**src/rtl/alu_pkg.sv**
```systemverilog
// Shared types and constants for the sequential ALU and its iteration datapath.
package alu_pkg;

  // Operation select presented on the func port.
  typedef enum logic [2:0] {
    RA   = 3'd0,
    RB   = 3'd1,
    RNOP = 3'd2,
    RADD = 3'd3,
    RSUB = 3'd4,
    RMUL = 3'd5,
    RDIV = 3'd6
  } alu_op_t;

  // Bit positions inside the 4-bit {V,N,Z,C} flags word.
  localparam int FV = 3;
  localparam int FN = 2;
  localparam int FZ = 1;
  localparam int FC = 0;

  // Controller states. FIN is the cycle in which an iterative result is presented.
  typedef enum logic [1:0] {
    IDLE,
    ITER,
    FIN
  } state_t;

endpackage

```
**src/rtl/alu_seq_muldiv.sv**
```systemverilog
// Iterative datapath shared by multiply (shift-add) and unsigned divide (restoring).
// lo/hi show the value the registers will hold after the step applied this cycle,
// so the controller can register the final result on the same edge as the last step.
module alu_seq_muldiv
  import alu_pkg::*;
#(
  parameter int N     = 8,
  parameter int CNT_W = $clog2(N) + 1
) (
  input  logic         clk,
  input  logic         reset,
  input  logic         load,
  input  logic         mode,
  input  logic [N-1:0] a,
  input  logic [N-1:0] b,
  input  logic         step,
  output logic [N-1:0] lo,
  output logic [N-1:0] hi,
  output logic         last
);

  logic [N:0]       r_acc;
  logic [N-1:0]     r_q;
  logic [N-1:0]     r_opB;
  logic [CNT_W-1:0] r_cnt;

  logic [N:0]       w_sum;
  logic [N:0]       w_pick;
  logic [N:0]       w_shift;
  logic [N:0]       w_trial;
  logic [N:0]       w_nextAcc;
  logic [N-1:0]     w_nextQ;

  // One iteration: mode=0 adds and shifts the product right, mode=1 shifts the remainder left and trial-subtracts.
  always_comb begin
    w_sum   = r_acc + {1'b0, r_opB};
    w_pick  = r_q[0] ? w_sum : r_acc;
    w_shift = {r_acc[N-1:0], r_q[N-1]};
    w_trial = w_shift - {1'b0, r_opB};
    if (mode) begin
      if (!w_trial[N]) begin
        w_nextAcc = w_trial;
        w_nextQ   = {r_q[N-2:0], 1'b1};
      end else begin
        w_nextAcc = w_shift;
        w_nextQ   = {r_q[N-2:0], 1'b0};
      end
    end else begin
      w_nextAcc = {1'b0, w_pick[N:1]};
      w_nextQ   = {w_pick[0], r_q[N-1:1]};
    end
  end

  assign lo   = w_nextQ;
  assign hi   = w_nextAcc[N-1:0];
  assign last = (r_cnt == CNT_W'(1));

  // Accumulator, shifting operand and iteration counter; load primes them, step advances one iteration.
  always_ff @(posedge clk) begin
    if (reset) begin
      r_acc <= '0;
      r_q   <= '0;
      r_opB <= '0;
      r_cnt <= '0;
    end else if (load) begin
      r_acc <= '0;
      r_q   <= a;
      r_opB <= b;
      r_cnt <= CNT_W'(N);
    end else if (step) begin
      r_acc <= w_nextAcc;
      r_q   <= w_nextQ;
      r_cnt <= r_cnt - CNT_W'(1);
    end
  end

endmodule

```
**src/rtl/alu_seq.sv**
```systemverilog
// Sequential ALU: single-cycle add/sub/pass, iterative signed multiply and unsigned divide.
// All outputs are registered; done pulses for exactly one cycle per accepted start.
module alu_seq
  import alu_pkg::*;
#(
  parameter  int N     = 8,
  localparam int CNT_W = $clog2(N) + 1
) (
  input  logic         clk,
  input  logic         reset,
  input  logic         start,
  input  alu_op_t      func,
  input  logic [N-1:0] a,
  input  logic [N-1:0] b,
  output logic         busy,
  output logic         done,
  output logic [N-1:0] out,
  output logic [N-1:0] out_hi,
  output logic [3:0]   flags
);

  state_t         r_state;
  state_t         w_nextState;
  logic           w_isIter;
  logic           w_load;
  logic           w_step;
  logic           w_quick;
  logic           w_finish;
  logic           w_last;

  logic           r_isDiv;
  logic           r_neg;
  logic           r_busy;
  logic           r_done;
  logic [N-1:0]   r_out;
  logic [N-1:0]   r_hi;
  logic [3:0]     r_flags;

  logic [N-1:0]   w_opA;
  logic [N-1:0]   w_opB;
  logic [N-1:0]   w_lo;
  logic [N-1:0]   w_hi;

  logic [N:0]     w_addSum;
  logic [N:0]     w_subDiff;
  logic [N-1:0]   w_qOut;
  logic [N-1:0]   w_qHi;
  logic           w_qV;
  logic           w_qC;

  logic [2*N-1:0] w_prod;
  logic [2*N-1:0] w_fixed;
  logic [N-1:0]   w_fOut;
  logic [N-1:0]   w_fHi;
  logic           w_fV;

  function automatic logic [3:0] packFlags(input logic v, input logic [N-1:0] res, input logic c);
    logic [3:0] f;
    f     = '0;
    f[FV] = v;
    f[FN] = res[N-1];
    f[FZ] = (res == '0);
    f[FC] = c;
    return f;
  endfunction

  // Divide by zero is answered immediately, so only a real divide or a multiply iterates.
  assign w_isIter = (func == RMUL) || ((func == RDIV) && (b != '0));

  // Multiply iterates on magnitudes; the sign is restored when the result is registered.
  assign w_opA = ((func == RMUL) && a[N-1]) ? -a : a;
  assign w_opB = ((func == RMUL) && b[N-1]) ? -b : b;

  alu_seq_muldiv #(
    .N     (N),
    .CNT_W (CNT_W)
  ) u_muldiv (
    .clk   (clk),
    .reset (reset),
    .load  (w_load),
    .mode  (r_isDiv),
    .a     (w_opA),
    .b     (w_opB),
    .step  (w_step),
    .lo    (w_lo),
    .hi    (w_hi),
    .last  (w_last)
  );

  // State register for the IDLE -> ITER -> FIN controller.
  always_ff @(posedge clk) begin
    if (reset) begin
      r_state <= IDLE;
    end else begin
      r_state <= w_nextState;
    end
  end

  // Next-state and control strobes; FIN accepts a new start just like IDLE so back-to-back ops lose no cycle.
  always_comb begin
    w_nextState = r_state;
    w_load      = 1'b0;
    w_step      = 1'b0;
    w_quick     = 1'b0;
    w_finish    = 1'b0;
    case (r_state)
      IDLE, FIN: begin
        w_nextState = IDLE;
        if (start) begin
          if (w_isIter) begin
            w_load      = 1'b1;
            w_nextState = ITER;
          end else begin
            w_quick = 1'b1;
          end
        end
      end
      ITER: begin
        w_step = 1'b1;
        if (w_last) begin
          w_finish    = 1'b1;
          w_nextState = FIN;
        end
      end
      default: w_nextState = IDLE;
    endcase
  end

  // Single-cycle results, including the divide-by-zero answer.
  always_comb begin
    w_addSum  = {1'b0, a} + {1'b0, b};
    w_subDiff = {1'b0, a} - {1'b0, b};
    w_qOut    = '0;
    w_qHi     = '0;
    w_qV      = 1'b0;
    w_qC      = 1'b0;
    case (func)
      RA: w_qOut = a;
      RB: w_qOut = b;
      RADD: begin
        w_qOut = w_addSum[N-1:0];
        w_qC   = w_addSum[N];
        w_qV   = (a[N-1] == b[N-1]) && (w_addSum[N-1] != a[N-1]);
      end
      RSUB: begin
        w_qOut = w_subDiff[N-1:0];
        w_qC   = w_subDiff[N];
        w_qV   = (a[N-1] != b[N-1]) && (w_subDiff[N-1] != a[N-1]);
      end
      RDIV: begin
        w_qOut = '1;
        w_qHi  = a;
        w_qV   = 1'b1;
      end
      default: ;
    endcase
  end

  // Final iterative result: sign-fix the 2N-bit product, or pass quotient/remainder straight through.
  always_comb begin
    w_prod  = {w_hi, w_lo};
    w_fixed = r_neg ? -w_prod : w_prod;
    if (r_isDiv) begin
      w_fOut = w_lo;
      w_fHi  = w_hi;
      w_fV   = 1'b0;
    end else begin
      w_fOut = w_fixed[N-1:0];
      w_fHi  = w_fixed[2*N-1:N];
      w_fV   = (w_fHi != {N{w_fOut[N-1]}});
    end
  end

  // Output registers, done pulse, busy and the per-op attributes captured at start.
  always_ff @(posedge clk) begin
    if (reset) begin
      r_busy  <= 1'b0;
      r_done  <= 1'b0;
      r_out   <= '0;
      r_hi    <= '0;
      r_flags <= '0;
      r_isDiv <= 1'b0;
      r_neg   <= 1'b0;
    end else begin
      r_done <= 1'b0;
      if (w_quick) begin
        r_out   <= w_qOut;
        r_hi    <= w_qHi;
        r_flags <= packFlags(w_qV, w_qOut, w_qC);
        r_done  <= 1'b1;
      end else if (w_finish) begin
        r_out   <= w_fOut;
        r_hi    <= w_fHi;
        r_flags <= packFlags(w_fV, w_fOut, 1'b0);
        r_done  <= 1'b1;
      end
      if (w_load) begin
        r_busy  <= 1'b1;
        r_isDiv <= (func == RDIV);
        r_neg   <= (func == RMUL) && (a[N-1] ^ b[N-1]);
      end else if (w_finish) begin
        r_busy <= 1'b0;
      end
    end
  end

  assign busy   = r_busy;
  assign done   = r_done;
  assign out    = r_out;
  assign out_hi = r_hi;
  assign flags  = r_flags;

endmodule

```
**config.mk**
```make
export PLATFORM = sky130hd
export DESIGN_NAME = alu_seq
export DESIGN_NICKNAME = d
export VERILOG_FILES = /design/src/rtl/alu_pkg.sv /design/src/rtl/alu_seq_muldiv.sv /design/src/rtl/alu_seq.sv
export SDC_FILE = /design/constraint.sdc
export NUM_CORES = 1
export LEC_CHECK = 0
export ABC_CLOCK_PERIOD_IN_PS = 12200
export CELL_PAD_IN_SITES_DETAIL_PLACEMENT = 2
export CELL_PAD_IN_SITES_GLOBAL_PLACEMENT = 2
export CORE_MARGIN = 5
export CORE_UTILIZATION = 30
export DETAILED_ROUTE_END_ITERATION = 12
export MAX_ROUTING_LAYER = met4
export PLACE_DENSITY_LB_ADDON = 0.1
export SYNTH_ARGS = -nofsm -noshare
export SYNTH_HDL_FRONTEND = slang
export SYNTH_SLANG_ARGS = --single-unit
```
**constraint.sdc**
```tcl
create_clock -name clk -period 12.2 [get_ports clk]
set_input_delay 1.83 -clock clk [delete_from_list [all_inputs] [get_ports clk]]
set_output_delay 1.83 -clock clk [all_outputs]
set_load 0.02 [all_outputs]
```
==> impl_summary.log, run 1 <==
[metrics] result of the run: complete, no violations
[metrics] Congestion Overflow GR: 0
[metrics] delay contributed by the slowest stage of the critical path: 0.57 ns
[metrics] Warnings, synthesis: 0
[metrics] unrepaired setup endpoints after global routing: false
[metrics] final setup violating endpoints: 0
[metrics] Max-cap violations: 0
[metrics] Avg WL per Cell: 21.86 um
[metrics] TritonCTS clock tree: built
[metrics] Worst-Margin Slew: 1.080 ns
[metrics] Syn-to-layout area delta: 14.61%
[metrics] Top Ports: 44
[metrics] sequence of cells on the critical path: inv_1, ha_1, inv_1, fa_1, a211oi_2, o21bai_1, a21oi_1, nor2b_1, o21ai_0, nand2b_1, ha_1, clkinv_1, a211oi_1, o21bai_1, nor4_1, nor2b_1, xor2_1, nor4bb_1, nand4_1, or3_1, a31o_1
[metrics] All-Layer GR Usage: 21.44%
[metrics] sequential standard cell area: 1081 um^2
[metrics] maximum number of pins on one net before global-route repair: 46
[metrics] mean instance size in the synthesized netlist: 7.320 um^2
[metrics] die extent in y: 139.6 um
[metrics] Post-synth top flop: dfxtp_1
[metrics] multi-input combinational cell area: 3646 um^2
[metrics] number of antenna-violating nets in the routed design: 0
[metrics] Net Count, Synth: 753
[metrics] Final nets: 769
[metrics] clock slew seen by the registers of the worst setup and hold paths: 0.08 ns
[metrics] Seq/Total Area, Yosys: 21.47%
[metrics] number of diodes: 0
[metrics] clock root buffer master: clkbuf_16
[metrics] routability congestion estimate: 0.8244
[metrics] insertion delay of the later-clocked pin in the worst-skew pair: 0.31 ns
[metrics] floorplan die area: 19480 um^2
[metrics] number of buffers added on ports: 43
[metrics] Unique masters post-synth: 77
[metrics] fraction of layout instances using a drive strength above 1: 4.255%
[metrics] combinational cell fraction of total power: 34.4%
[metrics] cell with the largest stage delay on the worst path: nor4_1
[metrics] via count of the first global-routing pass: 5838
[metrics] Syn Inst Count: 688
[metrics] width of the die: 139.6 um
[metrics] vias: 5251
[metrics] LEAKAGE: 2.146 nW
[metrics] final critical-path share of the clock period: 45.06%
[metrics] arrival time at the worst endpoint: 5.71 ns
[metrics] Max Buffers Root-to-Sink: 2
[metrics] total number of clock tree sinks: 54
[metrics] CTS H-Tree Depth: 2
[metrics] final total power: 0.0005415 W
[metrics] Avg Vias per Cell: 5.677
[metrics] Clk network pwr share: 30.0%
[metrics] Int Power: 0.0003380 W
[metrics] core outline area: 16520 um^2
[metrics] worst supply voltage drop on vdd: 0.05386 mV
[metrics] count of flip-flops with a built-in enable after synthesis: 0
[metrics] antenna violations before repair: 0
[metrics] remaining max-slew budget at the tightest pin: 27.38%
[metrics] effective utilization at floorplan: 30.48%
[metrics] Pre-antenna DRT Iters: 4
[metrics] switching share of total power: 37.59%
[metrics] class of the worst hold path: reg -> reg
[metrics] final routed wirelength across all metal layers: 20220 um
[metrics] post-synthesis cell area: 5036 um^2
[metrics] share of synthesized flip-flops with an asynchronous set or reset: 0%
[metrics] Critical Path RT: 12.41 ns
[metrics] # hold bufs at CTS: 0
[metrics] number of DRC violations after detailed-routing iteration 0: 258
[metrics] global-route wire length before repair: 32570 um
[metrics] FILL cells: 1956
[metrics] switching power: 0.0002036 W
[metrics] min cycle time layout: 5.497 ns
[metrics] highest net fanout along the worst path: 12
[metrics] Slew Limit Fails: 0
[metrics] areal power density over the cells: 93.82 nW/um^2
[metrics] post-detailed-route DRC marker count: 0
[metrics] Post-DP HPWL: 15890 um
[metrics] Layout Utilization: 34.93%
[metrics] Max Clock Freq: 0.1819 GHz
[metrics] Worst Skew: 0.01055 ns
[metrics] setup tns final: 0 ns
[metrics] TritonCTS buffer count: 5
[metrics] Rows: 47
[metrics] number of flip-flops and latches in the synthesized netlist: 54
[metrics] Sequential Power Share: 35.6%
[metrics] post-CTS setup repair buffer count: 0
[metrics] count of cells resized by post-cts repair: 0
[metrics] startpoint-to-endpoint class of the critical path: reg -> reg
[metrics] category of the worst setup path capture point: flop
[metrics] CP Launch Type: flop
[metrics] count of final hold-check violations: 0
==> synth_stat cells (all sizes together) (2+ instances only) <==
library cell  number  share of area [%]
nor2              76                5.7
a21oi             67                6.7
nand2             60                4.5
dfxtp             54                 21
ha                39                9.7
inv               37                2.8
nand3             32                3.2
clkbuf            31                2.3
o21ai             31                3.3
xnor2             23                4.0
a211oi            18                2.8
a31oi             16                2.0
nor3              16                1.6
nor2b             15                1.9
xor2              14                2.6
nor4              11                1.4
nand2b            10                1.2
o21bai            10                1.5
mux2i              9                2.0
a21boi             8                1.3
buf                8               0.92
a221oi             7                1.2
o22ai              7               0.87
or3                7               0.97
o21a               6               0.89
a21o               5               0.75
nand4              5               0.62
and3               4               0.50
fa                 4                1.6
o2111ai            4               0.70
o211ai             4               0.60
o31ai              4               0.60
a2111oi            3               0.65
mux2               3               0.67
or2                3               0.37
a22oi              2               0.30
a31o               2               0.35
and2               2               0.25
clkinv             2               0.15
nand3b             2               0.30
nand4b             2               0.35
o211a              2               0.40
o221a              2               0.45
o31a               2               0.35
==> stage by stage <==
| stage | std cells | setup slack [ns] | cell area, um^2 | hold slack, ns |
|---|---|---|---|---|
| 2_1_floorplan | 688 | 7.843 | 5036 | 0.4444 |
| 3_3_place_gp | 917 | 6.910 | 5617 | 0.4403 |
| 3_5_place_dp | 917 | 6.756 | 5617 | 0.4580 |
| 4_1_cts | 925 | 6.731 | 5772 | 0.4693 |
| 5_1_grt | 925 | 6.229 | 5772 | 0.5060 |
| 6_report | 925 | 6.703 | 5772 | 0.4633 |
==> sequential cells by signal, summed over array words and instances (netlist names), 2 cells and up <==
signal / count
u_muldiv.r_cnt: 4
u_muldiv.r_q: 8
r_state: 2
out_hi: 8
u_muldiv.r_opB: 8
u_muldiv.r_acc: 9
flags: 4
out: 7
==> power by group through the flow <==
stage	sequential (W)	combinational (W)	clock [W]
finish	0.000193	0.000186	0.000162
global route	0.000195	0.000206	0.000174
CTS	0.000193	0.000187	0.000167
detailed placement	0.000197	0.000185	0
global placement	0.000197	0.000179	0
floorplan	0.000198	0.000121	0
==> layout by cell type (no fill, tap or decap), types with 3 or more instances in the layout <==
cell type / Yosys / routed
inv_1: 37 / 37
o22ai_1: 7 / 7
o211ai_1: 4 / 4
o21ai_1: 6 / 6
nor2_1: 75 / 75
a21o_1: 5 / 5
nand3_1: 32 / 32
fa_1: 4 / 4
a221oi_1: 7 / 7
o2111ai_1: 4 / 4
mux2i_1: 8 / 8
clkdlybuf4s50_1: 0 / 43
and3_1: 4 / 4
clkbuf_16: 0 / 5
nand2b_1: 10 / 10
a211oi_1: 17 / 17
o21a_1: 6 / 6
xnor2_1: 23 / 23
o21bai_1: 10 / 10
a21boi_0: 7 / 7
nand2_1: 60 / 60
o31ai_1: 4 / 4
nor4_1: 11 / 11
o21ai_0: 24 / 24
a21oi_1: 67 / 67
mux2_2: 3 / 3
or3_1: 6 / 6
a31oi_1: 16 / 16
nand4_1: 5 / 5
dfxtp_1: 54 / 54
buf_4: 1 / 5
nor3_1: 16 / 16
nor2b_1: 15 / 15
ha_1: 39 / 39
xor2_1: 13 / 13
==> logic make-up after synthesis <==
group | count (synthesis) | synth area share (%)
flops | 54 | 21.47
buf+inv | 78 | 6.137
compound gates | 213 | 27.93
mux | 12 | 2.708
fa+ha+maj | 43 | 11.28
xor+xnor | 37 | 6.584
simple gates | 251 | 23.90
==> critical path, delay by kind of cell, from the launching register on <==
kind                     cells  cell delay, ns
XOR/XNOR                     1            0.25
adder cells (fa/ha/maj)      3            1.11
flip-flops                   1            0.35
buffers and inverters        3            0.48
AND/OR/NAND/NOR              7            1.56
AO/OA/AOI/OAI                7            1.63
==> metal layers <==
layer | GRT usage, % | routed length [um] | up-vias
met4 | 6.833 | 449 | 0
met1 | 25.88 | 9065 | 2641
met2 | 37.76 | 10420 | 71
li1 | - | - | 2513
met3 | 1.990 | 283 | 26
met5 | - | 0 | -
==> path summary, 6_finish.rpt <==
check | start | to | slack [ns] | cells after the start
max reg2reg | u_muldiv.r_q[7] | flags[3] | 6.70 | 21
max | u_muldiv.r_q[7] | flags[3] | 6.70 | 21
min | busy | busy | 0.46 | 2
min reg2reg | busy | busy | 0.46 | 2
==> layout make-up <==
cell class              count  area share [%]
clock inverters             2          0.2818
multi-input cells         556           63.17
well taps                 220           4.769
repair buffers             48           8.108
flip-flops and latches     54           18.73
inverters                  39           2.536
clock buffers               6           2.406
No activity file was read; power rests on OpenSTA's default activity.
==> inputs of run 2 (changes only) <==
Settings changed: ABC_CLOCK_PERIOD_IN_PS 12200 to 5700.
Clock period 12.2 ns to 5.7 ns, I/O delays scaled along.
==> run 2 against run 1 <==
Against the previous run: global-route usage shrank 0.42 points; combinational power increased by 120%; final cell count increased by 0.65%; wire length down 0.57%; setup slack worse by 6.0 ns; largest cell class unchanged.
==> impl_summary.log, run 2 (synthesis gave the netlist of run 1 again) <==
[metrics] areal power density over the cells: 202.4 nW/um^2
[metrics] sequence of cells on the critical path: inv_1, ha_1, inv_1, fa_1, a211oi_2, o21bai_1, a21oi_1, nor2b_1, o21ai_0, nand2b_1, ha_1, buf_4, nor2b_1, a211oi_1, o21bai_1, nor4_1, nor2b_1, xor2_1, nor4bb_1, nand4_1, or3_1, a31o_1
[metrics] core outline area: 16520 um^2
[metrics] Avg WL per Cell: 21.60 um
[metrics] final setup violating endpoints: 0
[metrics] startpoint-to-endpoint class of the critical path: reg -> reg
[metrics] worst supply voltage drop on vdd: 0.1125 mV
[metrics] antenna violations before repair: 0
[metrics] Avg Vias per Cell: 5.627
[metrics] count of final hold-check violations: 0
[metrics] Hold Startpoint: busy
[metrics] clock root buffer master: clkbuf_16
[metrics] clock slew seen by the registers of the worst setup and hold paths: 0.08 ns
[metrics] Top cell by count, worst path: nor2b_1
[metrics] final critical-path share of the clock period: 87.63%
[metrics] commonest non-fill, non-tap cells in the layout: nor2_1 (75), a21oi_1 (67), nand2_1 (60), dfxtp_1 (54), clkdlybuf4s50_1 (43)
[metrics] sequential standard cell area: 1081 um^2
[metrics] Largest register FFs: 9
[metrics] class of the worst hold path: reg -> reg
[metrics] Rows: 47
[metrics] Clk network pwr share: 30.8%
[metrics] fraction of layout instances using a drive strength above 1: 4.923%
[metrics] Layout Utilization: 35.27%
[metrics] worst reg2reg startpoint: u_muldiv.r_q[7]
[metrics] Max Clock Freq: 0.2002 GHz
[metrics] Int Power: 0.0007586 W
[metrics] LEAKAGE: 2.179 nW
[metrics] Congestion Overflow GR: 0
[metrics] Syn-to-layout area delta: 15.73%
[metrics] floorplan die area: 19480 um^2
[metrics] result of the run: complete, no violations
[metrics] total number of clock tree sinks: 54
[metrics] Top Ports: 44
[metrics] # hold bufs at CTS: 0
[metrics] highest net fanout along the worst path: 11
[metrics] arrival time at the worst endpoint: 5.20 ns
[metrics] R2R cell count: 22
[metrics] setup slack of the most critical reg-to-reg path: 0.71 ns
[metrics] Critical Path RT: 5.91 ns
[metrics] Worst-Margin Slew: 1.134 ns
[metrics] unrepaired setup endpoints after global routing: false
[metrics] All-Layer GR Usage: 21.03%
[metrics] number of DRC violations after detailed-routing iteration 0: 166
[metrics] delay contributed by the slowest stage of the critical path: 0.42 ns
[metrics] worst hold path stage count: 2
[metrics] number of antenna-violating nets in the routed design: 0
[metrics] die extent in y: 139.6 um
[metrics] setup tns final: 0 ns
[metrics] effective utilization at floorplan: 30.48%
[metrics] width of the die: 139.6 um
[metrics] TritonCTS buffer count: 5
[metrics] FILL cells: 1937
[metrics] worst reg2reg endpoint: flags[3]
[metrics] min cycle time layout: 4.995 ns
[metrics] via count of the first global-routing pass: 5735
[metrics] dpl cell area: 5662 um^2
[metrics] maximum number of pins on one net before global-route repair: 28
[metrics] combinational cell fraction of total power: 34.1%
[metrics] Worst Hold Path EP: busy
[metrics] most frequent standard cell in the layout excluding fill and tap cells: nor2_1
[metrics] post-CTS setup repair buffer count: 0
[metrics] Slew Limit Fails: 0
[metrics] category of the worst setup path capture point: flop
[metrics] switching power: 0.0004210 W
[metrics] CP Launch Type: flop
[metrics] Sequential Power Share: 35.1%
[metrics] vias: 5239
[metrics] final routed wirelength across all metal layers: 20110 um
[metrics] routability congestion estimate: 0.8315
[metrics] Max-cap violations: 0
[metrics] remaining max-slew budget at the tightest pin: 24.15%
[metrics] Pre-antenna DRT Iters: 4
[metrics] count of cells resized by post-cts repair: 0
[metrics] switching share of total power: 35.69%
[metrics] Final nets: 775
[metrics] post-detailed-route DRC marker count: 0
[metrics] register with the most flip-flops: u_muldiv.r_acc
[metrics] Final Cell Area: 5828 um^2
[metrics] number of diodes: 0
[metrics] Worst Skew: 0.006431 ns
[metrics] insertion delay of the later-clocked pin in the worst-skew pair: 0.31 ns
[metrics] TritonCTS clock tree: built
[metrics] global-route wire length before repair: 32090 um
[metrics] multi-input combinational cell area: 3646 um^2
[metrics] cell with the largest stage delay on the worst path: fa_1
[metrics] Max Buffers Root-to-Sink: 2
[metrics] Post-DP HPWL: 15960 um
[metrics] CTS H-Tree Depth: 2
[metrics] number of buffers added on ports: 43
==> run 2: area by class of cell <==
type	instances	share of cell area, %
clock buffer	6	2.211
clock inverter	2	0.6441
inverter	39	2.512
multi-input combinational	556	62.56
sequential	54	18.55
tap	220	4.723
timing repair buffer	54	8.802
==> run 2: power by group through the flow <==
stage / sequential, W / clock (W) / combinational, W
3_5_place_dp: 0.000423 / 0 / 0.000402
6_report: 0.000414 / 0.000363 / 0.000402
2_1_floorplan: 0.000423 / 0 / 0.000259
3_3_place_gp: 0.000422 / 0 / 0.000387
5_1_grt: 0.000417 / 0.000394 / 0.000444
4_1_cts: 0.000414 / 0.000377 / 0.000406
==> run 2: per-stage QoR <==
stage	std cells	setup WS, ns	total power, W	hold slack, ns
after floorplan	688	1.343	0.0006828	0.4444
after global placement	923	0.9776	0.0008085	0.4406
after detailed placement	923	0.7491	0.0008251	0.4668
after CTS	931	0.6752	0.001197	0.4775
after global routing	931	0.2646	0.001255	0.5162
final	931	0.7051	0.001180	0.4713
==> run 2: worst max-delay path, delay by kind of cell, from the launching register on <==
family | cells | cell delay [ns]
AO/OA/AOI/OAI | 7 | 1.57
XOR/XNOR | 1 | 0.26
adder cells (fa/ha/maj) | 3 | 0.89
buffers and inverters | 3 | 0.32
flip-flops | 1 | 0.36
AND/OR/NAND/NOR | 8 | 1.51
==> run 2: metal layers <==
metal,GRT usage (%),part of all wire [%],vias up
met4,6.425,2.7,0
met1,25.71,45,2593
met2,36.39,50,87
met5,-,0,-
li1,-,-,2524
met3,2.470,2.1,35
==> run 2: worst max-delay path by stage <==
stage	start	endpoint	cells after the start
3_3_place_gp	u_muldiv.r_q[7]	flags[3]	22
6_report	u_muldiv.r_q[7]	flags[3]	22
3_5_place_dp	u_muldiv.r_q[7]	flags[3]	22
4_1_cts	u_muldiv.r_q[7]	flags[3]	22
5_1_grt	u_muldiv.r_q[7]	flags[3]	21
2_1_floorplan	u_muldiv.r_q[7]	flags[3]	22
==> inputs of run 3 (changes only) <==
Settings changed: CORE_MARGIN 5 to 2.
==> run 3 against run 2 <==
Against the previous run: register-to-register slack lost 0.08 ns; sequential power is essentially flat; clock skew barely moved; power up 0.74%; clock power up 2%; critical endpoint unchanged; largest power group unchanged.
==> impl_summary.log, run 3 (synthesis gave the netlist of run 1 again) <==
[metrics] result of the run: complete, no violations
[metrics] effective utilization at floorplan: 30.48%
[metrics] All-Layer GR Usage: 23.93%
[metrics] core outline area: 16520 um^2
[metrics] LEAKAGE: 2.190 nW
[metrics] delay contributed by the slowest stage of the critical path: 0.45 ns
[metrics] unrepaired setup endpoints after global routing: false
[metrics] # hold bufs at CTS: 0
[metrics] vias: 5218
[metrics] total number of clock tree sinks: 54
[metrics] final routed wirelength across all metal layers: 20000 um
[metrics] final setup violating endpoints: 0
[metrics] pre-CTS WS: 0.7471 ns
[metrics] die extent in y: 133.6 um
[metrics] Top cell by count, worst path: ha_1
[metrics] Top Ports: 44
[metrics] TritonCTS buffer count: 5
[metrics] worst reg2reg endpoint: flags[3]
[metrics] clock root buffer master: clkbuf_16
[metrics] Max Buffers Root-to-Sink: 2
[metrics] register with the most flip-flops: u_muldiv.r_acc
[metrics] category of the worst setup path capture point: flop
[metrics] Pre-antenna DRT Iters: 4
[metrics] final total power: 0.001188 W
[metrics] number of buffers added on ports: 43
[metrics] number of DRC violations after detailed-routing iteration 0: 219
[metrics] CTS H-Tree Depth: 2
[metrics] Worst Skew: 0.005993 ns
[metrics] global-route wire length before repair: 32620 um
[metrics] Rows: 47
[metrics] critical path's top delay family: simple AND/OR/NAND/NOR gates
[metrics] maximum number of pins on one net before global-route repair: 46
[metrics] Hold Startpoint: flags[0]
[metrics] number of antenna-violating nets in the routed design: 0
[metrics] via count of the first global-routing pass: 5809
[metrics] arrival time at the worst endpoint: 5.28 ns
[metrics] remaining max-slew budget at the tightest pin: 25.61%
[metrics] Max-cap violations: 0
[metrics] R2R cell count: 23
[metrics] Worst Hold Path EP: flags[0]
[metrics] worst reg2reg startpoint: u_muldiv.r_q[7]
[metrics] sequence of cells on the critical path: inv_1, ha_1, inv_1, fa_1, a211oi_2, o21bai_1, a21oi_1, nor2b_1, o21ai_0, nand2b_1, ha_1, buf_4, mux2i_1, buf_4, ha_1, nand3b_1, nor4_1, nor2b_1, xor2_1, nor4bb_1, nand4_1, or3_1, a31o_1
[metrics] Avg WL per Cell: 21.48 um
[metrics] final critical-path share of the clock period: 89.12%
[metrics] post-CTS setup repair buffer count: 0
[metrics] insertion delay of the later-clocked pin in the worst-skew pair: 0.31 ns
[metrics] Final nets: 776
[metrics] count of cells resized by post-cts repair: 0
[metrics] routability congestion estimate: 0.8486
[metrics] commonest non-fill, non-tap cells in the layout: nor2_1 (75), a21oi_1 (67), nand2_1 (60), dfxtp_1 (54), clkdlybuf4s50_1 (43)
[metrics] count of final hold-check violations: 0
[metrics] highest net fanout along the worst path: 11
[metrics] Avg Vias per Cell: 5.605
[metrics] Worst-Margin Slew: 1.114 ns
[metrics] setup tns final: 0 ns
[metrics] Syn-to-layout area delta: 16.02%
[metrics] sequential standard cell area: 1081 um^2
[metrics] antenna violations before repair: 0
[metrics] worst supply voltage drop on vdd: 0.1051 mV
[metrics] startpoint-to-endpoint class of the critical path: reg -> reg
[metrics] multi-input combinational cell area: 3651 um^2
[metrics] Congestion Overflow GR: 0
[metrics] worst hold path stage count: 2
[metrics] setup slack of the most critical reg-to-reg path: 0.62 ns
[metrics] Max Clock Freq: 0.1969 GHz
[metrics] Layout Utilization: 35.36%
[metrics] post-route worst setup slack: 0.6204 ns
[metrics] Critical Path RT: 5.90 ns
[metrics] Largest register FFs: 9
[metrics] width of the die: 133.6 um
[metrics] TritonCTS clock tree: built
[metrics] cell with the largest stage delay on the worst path: nor4_1
[metrics] crit path launch: u_muldiv.r_q[7]
[metrics] CP Launch Type: flop
[metrics] clock slew seen by the registers of the worst setup and hold paths: 0.08 ns
[metrics] Post-DP HPWL: 15700 um
[metrics] areal power density over the cells: 203.4 nW/um^2
[metrics] fraction of layout instances using a drive strength above 1: 5.204%
[metrics] Slew Limit Fails: 0
[metrics] class of the worst hold path: reg -> reg
[metrics] number of diodes: 0
[metrics] floorplan die area: 17840 um^2
[metrics] most frequent standard cell in the layout excluding fill and tap cells: nor2_1
[metrics] FILL cells: 1950
[metrics] min cycle time layout: 5.080 ns
[metrics] post-detailed-route DRC marker count: 0
[metrics] sum of buffers and inverters on the critical path: 4
-- run 3: through the flow --
step | hold slack [ns] | area, um^2 | std cells
3_5_place_dp | 0.4724 | 5669 | 924
6_report | 0.4841 | 5843 | 931
5_1_grt | 0.5161 | 5843 | 931
3_3_place_gp | 0.4415 | 5669 | 924
4_1_cts | 0.4818 | 5838 | 931
2_1_floorplan | 0.4444 | 5036 | 688
-- run 3: worst max-delay path by stage --
stage               endpoint  slack [ns]  cells after the start
floorplan           flags[3]        1.34                     22
global placement    flags[3]        0.97                     22
detailed placement  flags[3]        0.75                     23
CTS                 flags[3]        0.63                     23
global route        flags[3]        0.09                     23
finish              flags[3]        0.62                     23
-- run 3: report_power, final --
part           total (W)  switching (W)  internal (W)
Clock           0.000372       0.000154      0.000218
Combinational   0.000402       0.000246      0.000157
Sequential      0.000414      0.0000195      0.000395
-- run 3: worst reg2reg max path, cell delays in order, from the launching register on --
cell      delay (ns)
dfxtp_1         0.37
inv_1           0.09
ha_1            0.18
inv_1           0.06
fa_1            0.41
a211oi_2        0.28
o21bai_1        0.11
a21oi_1         0.23
nor2b_1         0.08
o21ai_0         0.16
nand2b_1        0.08
ha_1            0.31
buf_4           0.20
mux2i_1         0.17
buf_4           0.16
ha_1            0.17
nand3b_1        0.13
nor4_1          0.45
nor2b_1         0.12
xor2_1          0.27
nor4bb_1        0.28
nand4_1         0.13
or3_1           0.32
a31o_1          0.21
-- run 3: routing by layer --
layer  global-route usage [%]  wire length (um)  up-vias
li1                         -                 -     2529
met1                    29.65              9223     2611
met2                    41.87             10030       58
met3                    2.664               414       20
met4                    5.378               325        0
met5                        -                 0        -
-- run 3: layout make-up --
cell class                 count  area share, %
clock buffer                   6          2.377
inverter                      39          2.505
timing repair buffer          55          8.908
multi-input combinational    556          62.48
sequential                    54          18.50
tap                          220          4.711
clock inverter                 1         0.5139
